--- config.mk ---
export PLATFORM = sky130hd
export DESIGN_NAME = pipe_hazard_scoreboard
export DESIGN_NICKNAME = d
export VERILOG_FILES = /design/src/rtl/pipe_hazard_scoreboard.sv
export SDC_FILE = /design/constraint.sdc
export NUM_CORES = 1
export LEC_CHECK = 0
export BUFFER_PORTS_ARGS = -buffer_cell sky130_fd_sc_hd__buf_2
export CAP_MARGIN = 20
export CELL_PAD_IN_SITES_DETAIL_PLACEMENT = 1
export CELL_PAD_IN_SITES_GLOBAL_PLACEMENT = 2
export CORE_UTILIZATION = 25
export CTS_BUF_LIST = sky130_fd_sc_hd__clkbuf_16
export CTS_CLUSTER_DIAMETER = 40
export CTS_CLUSTER_SIZE = 25
export DETAILED_ROUTE_END_ITERATION = 10
export PLACE_DENSITY = 0.95
export SYNTH_ARGS = -nofsm -noshare
export SYNTH_HDL_FRONTEND = slang
export SYNTH_SLANG_ARGS = --single-unit
--- constraint.sdc ---
create_clock -name clk -period 3.9 [get_ports clk]
set_input_delay 1.17 -clock clk [delete_from_list [all_inputs] [get_ports clk]]
set_output_delay 1.17 -clock clk [all_outputs]
set_load 0.01 [all_outputs]
--- src/rtl/pipe_hazard_scoreboard.sv ---
// pipe_hazard_scoreboard
//
// Hazard unit for the RV32I pipeline. It detects load-use hazards for the
// instruction sitting in IF/ID. Two sources of hazard are checked:
//   * the direct case: the instruction now in ID/EX is a load whose rd
//     matches a source register of the IF/ID instruction;
//   * the scoreboard case: an earlier load whose data is still in flight
//     (extra memory latency) has its per-register counter nonzero.
// Per-register counters are armed when a load leaves ID/EX. They count
// down only while data memory is ready, so a stalled memory keeps the
// hazard alive. Branch/jump flushes take priority over any stall. A
// saturating counter records how many cycles the pipeline was stalled.
//
// Handshake note: there is no valid/ready pair here. Every output is a
// per-cycle level. Stall and the two flush controls are pure functions
// of this cycle's inputs and the registered Busy_vec. Busy_vec and
// Stall_cycles change only at rising clk edges or on async reset.

module pipe_hazard_scoreboard #(
  parameter int REGFILE_ADDR_WIDTH = 5,
  parameter int LOAD_LATENCY       = 0,
  parameter int STALL_CNT_WIDTH    = 16
) (
  input  logic                                clk,
  input  logic                                rst_n,
  input  logic [6:0]                          IF_Opcode,
  input  logic [REGFILE_ADDR_WIDTH-1:0]       IF_Rs1_addr,
  input  logic [REGFILE_ADDR_WIDTH-1:0]       IF_Rs2_addr,
  input  logic                                ID_Mem_rd_en,
  input  logic [REGFILE_ADDR_WIDTH-1:0]       ID_Rd_addr,
  input  logic                                ID_Jump,
  input  logic                                EX_PC_Branch,
  input  logic                                Mem_ready,
  output logic                                Stall,
  output logic                                IF_ID_Flush,
  output logic                                EX_Flush,
  output logic [(2**REGFILE_ADDR_WIDTH)-1:0]  Busy_vec,
  output logic [STALL_CNT_WIDTH-1:0]          Stall_cycles
);

  localparam int NUM_REGS = 2 ** REGFILE_ADDR_WIDTH;

  // RV32I major opcodes that matter for source-register use.
  localparam logic [6:0] OPC_LOAD   = 7'b0000011;
  localparam logic [6:0] OPC_OP_IMM = 7'b0010011;
  localparam logic [6:0] OPC_AUIPC  = 7'b0010111;
  localparam logic [6:0] OPC_STORE  = 7'b0100011;
  localparam logic [6:0] OPC_OP     = 7'b0110011;
  localparam logic [6:0] OPC_LUI    = 7'b0110111;
  localparam logic [6:0] OPC_BRANCH = 7'b1100011;
  localparam logic [6:0] OPC_JALR   = 7'b1100111;
  localparam logic [6:0] OPC_JAL    = 7'b1101111;

  // ---------------------------------------------------------------------
  // Source-use decode
  // ---------------------------------------------------------------------
  logic use_rs1;
  logic use_rs2;

  // Decode which source registers the IF/ID instruction actually reads.
  // Unknown opcodes read nothing, so they can never cause a stall.
  always_comb begin
    use_rs1 = 1'b0;
    use_rs2 = 1'b0;
    case (IF_Opcode)
      OPC_OP, OPC_BRANCH, OPC_STORE: begin
        use_rs1 = 1'b1;
        use_rs2 = 1'b1;
      end
      OPC_OP_IMM, OPC_LOAD, OPC_JALR: begin
        use_rs1 = 1'b1;
      end
      OPC_LUI, OPC_AUIPC, OPC_JAL: begin
        use_rs1 = 1'b0;
        use_rs2 = 1'b0;
      end
      default: begin
        use_rs1 = 1'b0;
        use_rs2 = 1'b0;
      end
    endcase
  end

  // ---------------------------------------------------------------------
  // Hazard detection
  // ---------------------------------------------------------------------
  logic rs1_live;
  logic rs2_live;
  logic id_load_live;
  logic direct_hazard;
  logic sb_hazard;

  // x0 is hard-wired to zero, so a match on it is never a real dependency.
  assign rs1_live     = use_rs1 && (IF_Rs1_addr != '0);
  assign rs2_live     = use_rs2 && (IF_Rs2_addr != '0);
  assign id_load_live = ID_Mem_rd_en && (ID_Rd_addr != '0);

  // Classic one-cycle load-use check against the load currently in ID/EX.
  always_comb begin
    direct_hazard = 1'b0;
    if (id_load_live) begin
      if (rs1_live && (ID_Rd_addr == IF_Rs1_addr)) direct_hazard = 1'b1;
      if (rs2_live && (ID_Rd_addr == IF_Rs2_addr)) direct_hazard = 1'b1;
    end
  end

  // Dependency on a load that left ID/EX earlier but whose data is late.
  always_comb begin
    sb_hazard = 1'b0;
    if (rs1_live && Busy_vec[IF_Rs1_addr]) sb_hazard = 1'b1;
    if (rs2_live && Busy_vec[IF_Rs2_addr]) sb_hazard = 1'b1;
  end

  // Flushes discard the IF/ID instruction, so stalling it would be wasted
  // work; any flush therefore masks the stall.
  always_comb begin
    IF_ID_Flush = EX_PC_Branch || ID_Jump;
    EX_Flush    = EX_PC_Branch;
    Stall       = (direct_hazard || sb_hazard) && !IF_ID_Flush;
  end

  // ---------------------------------------------------------------------
  // Per-register scoreboard
  // ---------------------------------------------------------------------
  generate
    if (LOAD_LATENCY > 0) begin : g_sb
      localparam int              CNT_W   = $clog2(LOAD_LATENCY + 1);
      localparam logic [CNT_W-1:0] LAT_VAL = CNT_W'(LOAD_LATENCY);

      // A load leaving ID/EX arms its rd entry unless a taken branch is
      // squashing it on the same edge.
      logic issue_en;
      assign issue_en = id_load_live && !EX_PC_Branch;

      // x0 has no storage and is never pending.
      assign Busy_vec[0] = 1'b0;

      for (genvar i = 1; i < NUM_REGS; i++) begin : g_entry
        logic [CNT_W-1:0] cnt;
        logic             issue_hit;

        assign issue_hit = issue_en &&
                           (ID_Rd_addr == REGFILE_ADDR_WIDTH'(i));

        // Issue reloads (also covers write-after-write); otherwise count
        // down only while memory makes progress.
        always_ff @(posedge clk or negedge rst_n) begin
          if (!rst_n) begin
            cnt <= '0;
          end else if (issue_hit) begin
            cnt <= LAT_VAL;
          end else if (Mem_ready && (cnt != '0)) begin
            cnt <= cnt - 1'b1;
          end
        end

        assign Busy_vec[i] = (cnt != '0);
      end
    end else begin : g_no_sb
      // Without extra latency the direct check alone covers every hazard.
      logic unused_mem_ready;
      assign unused_mem_ready = Mem_ready;
      assign Busy_vec         = '0;
    end
  endgenerate

  // ---------------------------------------------------------------------
  // Stall performance counter
  // ---------------------------------------------------------------------

  // Count stalled cycles, holding at all-ones instead of wrapping.
  always_ff @(posedge clk or negedge rst_n) begin
    if (!rst_n) begin
      Stall_cycles <= '0;
    end else if (Stall && (Stall_cycles != '1)) begin
      Stall_cycles <= Stall_cycles + 1'b1;
    end
  end

endmodule

# ---- After elaboration in Yosys (flattened, before gate mapping)
# Memory sizes are Yosys's and may differ from the RTL's.
# Cells that the tools add are included.
dict set report totals {
  ff_bits 16
  in_bits 28
  wordCells 41
  n_memories 2
  out_inout_bits 51
  rom_bits 64
}
dict set report op_classes {
  n_lt_le_gt_ge 2
  n_reduce_logical 17
  addsub 1
  n_eq_ne 9
  muxes 9
}
# memory words word_bits read_ports rd_ports_with_merged_regs wr line
set memory_table {}
lappend memory_table {{(no name shown)} 32 1 1 0 0 111} ;# if (rs2_live && Busy_vec[IF_Rs2_addr]) sb_hazard = 1'b1;
lappend memory_table {{(no name shown)} 32 1 1 0 0 110} ;# if (rs1_live && Busy_vec[IF_Rs1_addr]) sb_hazard = 1'b1;
# op n
set ops {}
lappend ops {{adder 16 x 1 -> 16 bit (second input constant)} 1}
lappend ops {{inequality test 16 bit (second input constant)} 1}
lappend ops {{nonzero test 5 bit} 3}
lappend ops {{== test 7 x 6 -> 1 bit (second input constant)} 2}
lappend ops {{== test 7 bit (second input constant)} 2}
lappend ops {{less-than comparator 5 x 6 -> 1 bit (second input constant)} 2}
lappend ops {{== test 5 bit} 2}
lappend ops {{logical AND 1 bit} 9}
lappend ops {{2-to-1 mux 1 bit} 9}
lappend ops {{== test 7 x 2 -> 1 bit (second input constant)} 1}
lappend ops {{== test 7 x 5 -> 1 bit (second input constant)} 1}
lappend ops {{OR reduction 6 bit} 1}
lappend ops {{OR reduction 3 bit} 1}
lappend ops {{logical OR 1 bit} 2}
lappend ops {{zero test 1 bit} 1}

# ---- Depth between registers and ports, before layout
# Gate-level depths: netlist of the first run.
dict set report depth {
  depth_word 11
  mapped_depth 7
  depth_no_buf 7
}

# ---- Worst setup path after synthesis of the first run
# Ideal clock, no wire load.
dict set report synth_path {
  path_type {input port to output port}
  start {input port IF_Rs2_addr[0]}
  end {output port Stall}
  arrival_ns 2.128
  n_path_buf 0
  setup_slack_ns 0.602
  cell_stages 5
  required_ns 2.730
  cell_sequence {or4_1 > a21oi_1 > nor3_2 > nor2_1 > nor2_1}
}
dict set report synth_between {
  elab_chain_cells 7
  elab_cells_between_ends 12
  classes_between {eq/ne (1); mux (4); reduce/logical (6); memory (1)}
}
# item line
set synth_rtl {}
lappend synth_rtl {{start, declared} 28} ;# input logic [REGFILE_ADDR_WIDTH-1:0] IF_Rs2_addr,
lappend synth_rtl {{parallel branches: the longest is 5 deep, another holds memory (32 x 1 bit)} -}
lappend synth_rtl {{logical OR 1 bit *} 119} ;# Stall = (direct_hazard || sb_hazard) && !IF_ID_Flush;
lappend synth_rtl {{logical AND 1 bit *} 119}
lappend synth_rtl {{end, declared} 34} ;# output logic Stall,
# Every way passes the cells marked *. The select of a mux whose other input is x is not followed.

# ---- Final worst setup path of the first run
# Ends and elaborated chain as after synthesis.

==> results of run 1 <==
==> stage by stage <==
stage,util,instances,hold WS [ns]
2_1_floorplan,-,170,0.519
3_3_place_gp,0.303,249,0.475
3_5_place_dp,0.303,249,0.484
4_1_cts,0.320,253,0.493
5_1_grt,0.320,253,0.511
6_report,0.320,253,0.486
==> metal layers <==
metal	GRT usage	vias to the layer above
met5	0	-
met4	0.0363	0
met3	0.0206	4
met2	0.214	37
met1	0.109	505
li1	-	517
==> layout make-up <==
| class | count | area [sq um] |
|---|---|---|
| fill | 607 | 3280 |
| multi-input combinational | 121 | 752 |
| sequential | 16 | 400 |
| timing repair buffer | 45 | 225 |
| tap | 67 | 83.8 |
| clock buffer | 3 | 75.1 |
| clock inverter | 1 | 3.75 |
==> kinds of logic (layout without fill, tap and decap cells) <==
| kind of cell | Yosys count | in the layout |
|---|---|---|
| mux | 1 | 1 |
| buf+inv | 33 | 49 |
| compound gates | 9 | 9 |
| fa+ha+maj | 1 | 1 |
| xor+xnor | 22 | 22 |
| simple gates | 56 | 56 |
| other cells | 1 | 32 |
| flops | 16 | 16 |
==> placed cells by master, fill, tap and decap left out, types with 2 or more instances in the layout <==
cell,netlist,routed
buf_2,0,45
conb_1,1,32
dfrtp_1,16,16
xnor2_1,15,15
nand3_1,11,11
nor2_1,8,8
xor2_1,7,7
nand2_1,6,6
nor3_1,4,4
or4_1,3,3
and2_1,3,3
and4_1,3,3
and3_1,3,3
nand4_1,3,3
clkbuf_16,0,3
or2_2,2,2
a21oi_1,2,2
nor3_2,2,2
or4_4,2,2
nor4_1,2,2
==> synth_stat cells (all sizes together) <==
| library cell | n | area share |
|---|---|---|
| nand3b | 1 | 0.0059 |
| a41oi | 1 | 0.0068 |
| nand4 | 3 | 0.015 |
| nor2b | 1 | 0.0049 |
| or2 | 2 | 0.0097 |
| o211ai | 1 | 0.0097 |
| or4 | 5 | 0.035 |
| and4 | 3 | 0.020 |
| dfrtp | 16 | 0.31 |
| and2 | 3 | 0.015 |
| nor4 | 2 | 0.0097 |
| conb | 1 | 0.0029 |
| nand3 | 11 | 0.043 |
| xor2 | 7 | 0.048 |
| ha | 1 | 0.0097 |
| and3 | 3 | 0.015 |
| nor3 | 6 | 0.031 |
| a31oi | 1 | 0.0049 |
| a211oi | 1 | 0.0097 |
| nand2 | 7 | 0.026 |
| xnor2 | 15 | 0.10 |
| nor2 | 8 | 0.023 |
| mux2 | 1 | 0.0088 |
| a21oi | 3 | 0.015 |
| buf | 33 | 0.19 |
| o21ai | 2 | 0.017 |
| and4b | 1 | 0.0078 |
==> power breakdown <==
| part | leakage (nW) | total, mW | internal, mW | switching (mW) |
|---|---|---|---|---|
| sequential | 0.224 | 0.167 | 0.167 | 0.000426 |
| clock | 0.0385 | 0.199 | 0.136 | 0.0630 |
| combinational | 0.520 | 0.0550 | 0.0202 | 0.0348 |
==> worst max path at each step <==
stage / endpoint / cells after the start / start
4_1_cts: Stall / 7 / IF_Rs2_addr[0]
6_report: Stall / 7 / IF_Rs2_addr[0]
3_3_place_gp: Stall / 7 / IF_Rs2_addr[0]
2_1_floorplan: Stall / 5 / IF_Rs2_addr[0]
3_5_place_dp: Stall / 7 / IF_Rs2_addr[0]
5_1_grt: Stall / 7 / IF_Rs2_addr[0]
==> metrics.txt, run 1 <==
Max Buffers Root-to-Sink=2; FMAX=between 0.2 and 0.3 GHz; wire length on met3=152 microns; hpwl dp=around 2400 microns; R2R Setup Slk=around 1.8 ns; Vias=between 1,000 and 1,500; arrival time worst endpoint=around 2.4 ns; max FFs per register=16; ratio of cells with drive above 1 in the final layout=0.317; DRC=0; vias per inst=between 4 and 5; Worst-Margin Slew=0.732 ns; Congestion Overflow GR=0; TritonCTS Buffers=3; Top reg by flops=Stall_cycles; Setup TNS Final=0 ns; GPL Wtd Cong=roughly 0.76; area post-placement=1460 sq um; Cells after Synth=139; Worst path max stage delay=a little over 0.5 ns; Final Critical Period=between 3 and 4 ns; post-cts resize count=0; Synth Area in Compound Gates=0.0624; Final Hold Viols=0; worst skew pair latency=between 0.2 and 0.25 ns; setup ws final=approximately 0.31 ns; WS Path Type=primary input to output port; uppermost layer routed=met4; IO buf count=between 40 and 50; setup violators final=0; Iteration-0 DRC Markers=41; DR WL/cell=11.3 microns; largest net degree at the start of global routing=17; Min-Delay Path Class=flip-flop to flip-flop; Pins Over Slew Limit=0; sequential area share after synthesis=0.312; core region area=between 4000 and 5000 sq um; initial antenna violation count=0; CP Cell Sequence=buf_2, or4_1, a21oi_1, nor3_2, nor2_1, nor2_1, buf_2; Crit. End Element=output port; Design Area, Final=1540 sq um; die area=~5400 sq um; Post-Synth Adder-Cell Area=0.00975; Hold Path End=Stall_cycles[9]$_DFFE_PN0P_; Tcrit/Tclk final=0.921; post-synthesis mux area share=0.00877; cells on worst reg2reg path=6; RSZ-0062 raised after global routing=false; flops & latches, synth=16; DIE HEIGHT=around 74 microns; H-Tree Depth=1; clk slew on worst S/H paths=approximately 0.050 ns; largest registers=Stall_cycles x16; Slew HR=0.508; total power=between 0.4 and 0.5 mW; mapped cell area=roughly 1300 sq um; vias in the first global route=roughly 1,100; max cap viols=0; Post-CTS Hold Fix Bufs=0; synthesized area per cell=~9.2 sq um; Initial DRT Pass Iterations=2; CTS tree=built; Hold Path Stages=1; post-CTS setup buffers=0; Site Rows=25; CTS root buffer=clkbuf_16; outcome=completed; Slowest-stage cell, CP=or4_1; Crit Reg-Reg Endpoint=Stall_cycles[1]$_DFFE_PN0P_; nets=between 200 and 250; clock sinks=16; Antenna Cells=0; IO Pins=a little under 80; crit start category=primary input; WL met1=about 1100 microns; first-pass GRT wire length=4600 microns; worst path required time=~2.7 ns; xor/xnor share of the synthesized area=0.150; largest family of logic cells by synthesized area=simple AND/OR/NAND/NOR gates; worst slack at placement=0.288 ns; GRT Total Usage=0.107; Routed Wire Length=roughly 2900 microns; Die Span X=between 70 and 80 microns; cell family with most CP delay=simple AND/OR/NAND/NOR gates; wire length on met2=1580 microns; leak pwr=approximately 0.78 nW; Antenna Nets Post-Route=0; Starting Density=0.266; Hold Path Origin=Stall_cycles[9]$_DFFE_PN0P_; FF-to-FF Start=Stall_cycles[0]$_DFFE_PN0P_; Setup Skew=0.00113 ns; simple-gate share of the synthesized area=0.261; CP max FO=2; Worst Path Buf+Inv=2; Yosys Warn Count=0; Synth cell types=32; pwr/cell area=273 nW/um^2; Layout area overhead=20.0%; worst vdd ir=0.108 mV
Note: power is estimated with default switching activity, not from simulation.
==> inputs of run 2 (changes only) <==
Settings changed: CORE_UTILIZATION 25 to 26, CTS_BUF_LIST sky130_fd_sc_hd__clkbuf_16 to sky130_fd_sc_hd__clkbuf_4.
==> metrics.txt, run 2 (synthesis gave the netlist of run 1 again) <==
outcome=completed; first-pass GRT wire length=about 4300 microns; WS Path Type=primary input to output port; Die Span X=a little over 70 microns; clk slew on worst S/H paths=approximately 0.090 ns; post-CTS setup buffers=0; CTS tree=built; worst path required time=2.73 ns; Congestion Overflow GR=0; max cap viols=0; Routed Wire Length=2700 microns; crit start category=primary input; Reg area=around 400 sq um; Pins Over Slew Limit=0; wire length on met3=just over 200 microns; hpwl dp=around 2200 microns; Setup Skew=approximately 0.0022 ns; IO Pins=slightly below 80; Antenna Cells=0; GRT Total Usage=0.103; GPL Wtd Cong=approximately 0.70; Tcrit/Tclk final=0.929; commonest non-fill, non-tap cell in the layout=buf_2; vias in the first global route=roughly 1,000; Starting Density=0.272; clock sinks=16; leak pwr=roughly 0.76 nW; Post-CTS Hold Fix Bufs=0; area occupied by multi-input gates=about 750 sq um; CP max FO=2; wire length on met2=approximately 1300 microns; Worst-Margin Slew=roughly 0.76 ns; nets=216; arrival time worst endpoint=around 2.5 ns; vias per inst=4.16; worst vdd ir=0.0613 mV; commonest non-fill, non-tap cells in the layout=45 x buf_2, 32 x conb_1, 16 x dfrtp_1; FMAX=about 0.28 GHz; WL met1=roughly 1100 microns; Slew HR=0.490; Site Rows=25; H-Tree Depth=1; IO buf count=45; largest net degree at the start of global routing=17; max FFs per register=16; Setup TNS Final=0 ns; Antenna Nets Post-Route=0; Crit. End Element=output port; TritonCTS Buffers=3; core region area=between 4000 and 5000 sq um; Top reg by flops=Stall_cycles; uppermost layer routed=met4; largest registers=Stall_cycles x16; Iteration-0 DRC Markers=34; worst skew pair latency=just under 0.3 ns; die area=around 5200 sq um; DIE HEIGHT=a little over 70 microns; DR WL/cell=between 10 and 15 microns; Initial DRT Pass Iterations=3; setup violators final=0; RSZ-0062 raised after global routing=false; Min-Delay Path Class=flip-flop to flip-flop; Max Buffers Root-to-Sink=2; DRC=0; ratio of cells with drive above 1 in the final layout=0.317; initial antenna violation count=0; Final Critical Period=roughly 3.6 ns; CTS root buffer=clkbuf_4; pwr/cell area=between 200 and 250 nW/um^2; final core occ=0.315; Layout area overhead=15.9%; post-cts resize count=0; Final Hold Viols=0; Vias=~1,100; fillcell total=587
## run 2: critical path, stage by stage
cell and delay [ns]:
buf_2 0.11, or4_1 0.52, a21oi_1 0.24, nor3_2 0.11, nor2_1 0.11, nor2_1 0.05
buf_2 0.15
## run 2: path summary, 6_finish.rpt
kind	start	end	slack, ns	depth (start not counted)
max in group asynchronous	rst_n	Stall_cycles[4]$_DFFE_PN0P_	2.86	1
min reg2reg	Stall_cycles[9]$_DFFE_PN0P_	Stall_cycles[9]$_DFFE_PN0P_	0.50	1
min	Stall_cycles[9]$_DFFE_PN0P_	Stall_cycles[9]$_DFFE_PN0P_	0.50	1
min in group asynchronous	rst_n	Stall_cycles[12]$_DFFE_PN0P_	0.78	1
max	IF_Rs2_addr[0]	Stall	0.28	7
max reg2reg	Stall_cycles[0]$_DFFE_PN0P_	Stall_cycles[1]$_DFFE_PN0P_	1.75	6
## run 2: layout make-up
cell class              count  area share
clock inverters             1     0.00252
well taps                  67      0.0563
flip-flops and latches     16       0.269
repair buffers             45       0.151
clock buffers               3      0.0151
multi-input cells         121       0.505
## run 2: per-stage QoR
step / hold WS (ns) / setup WS [ns] / std cells / total power [mW] / instance area (sq um)
after floorplan: 0.519 / 0.602 / 170 / 0.225 / 1400
after global placement: 0.472 / 0.298 / 249 / 0.223 / 1460
after detailed placement: 0.488 / 0.270 / 249 / 0.225 / 1460
after CTS: 0.501 / 0.266 / 253 / 0.317 / 1490
after global routing: 0.527 / 0.178 / 253 / 0.326 / 1490
final: 0.501 / 0.276 / 253 / 0.310 / 1490
## run 2: layer usage
metal,global-route usage,up-vias
li1,-,511
met1,0.123,479
met2,0.187,59
met3,0.0111,4
met4,0.0458,0
met5,0,-
## run 2: power breakdown
group	leakage [nW]	switching, mW	internal, mW
registers	0.224	0.000440	0.166
logic	0.520	0.0346	0.0202
clock network	0.0154	0.0519	0.0372
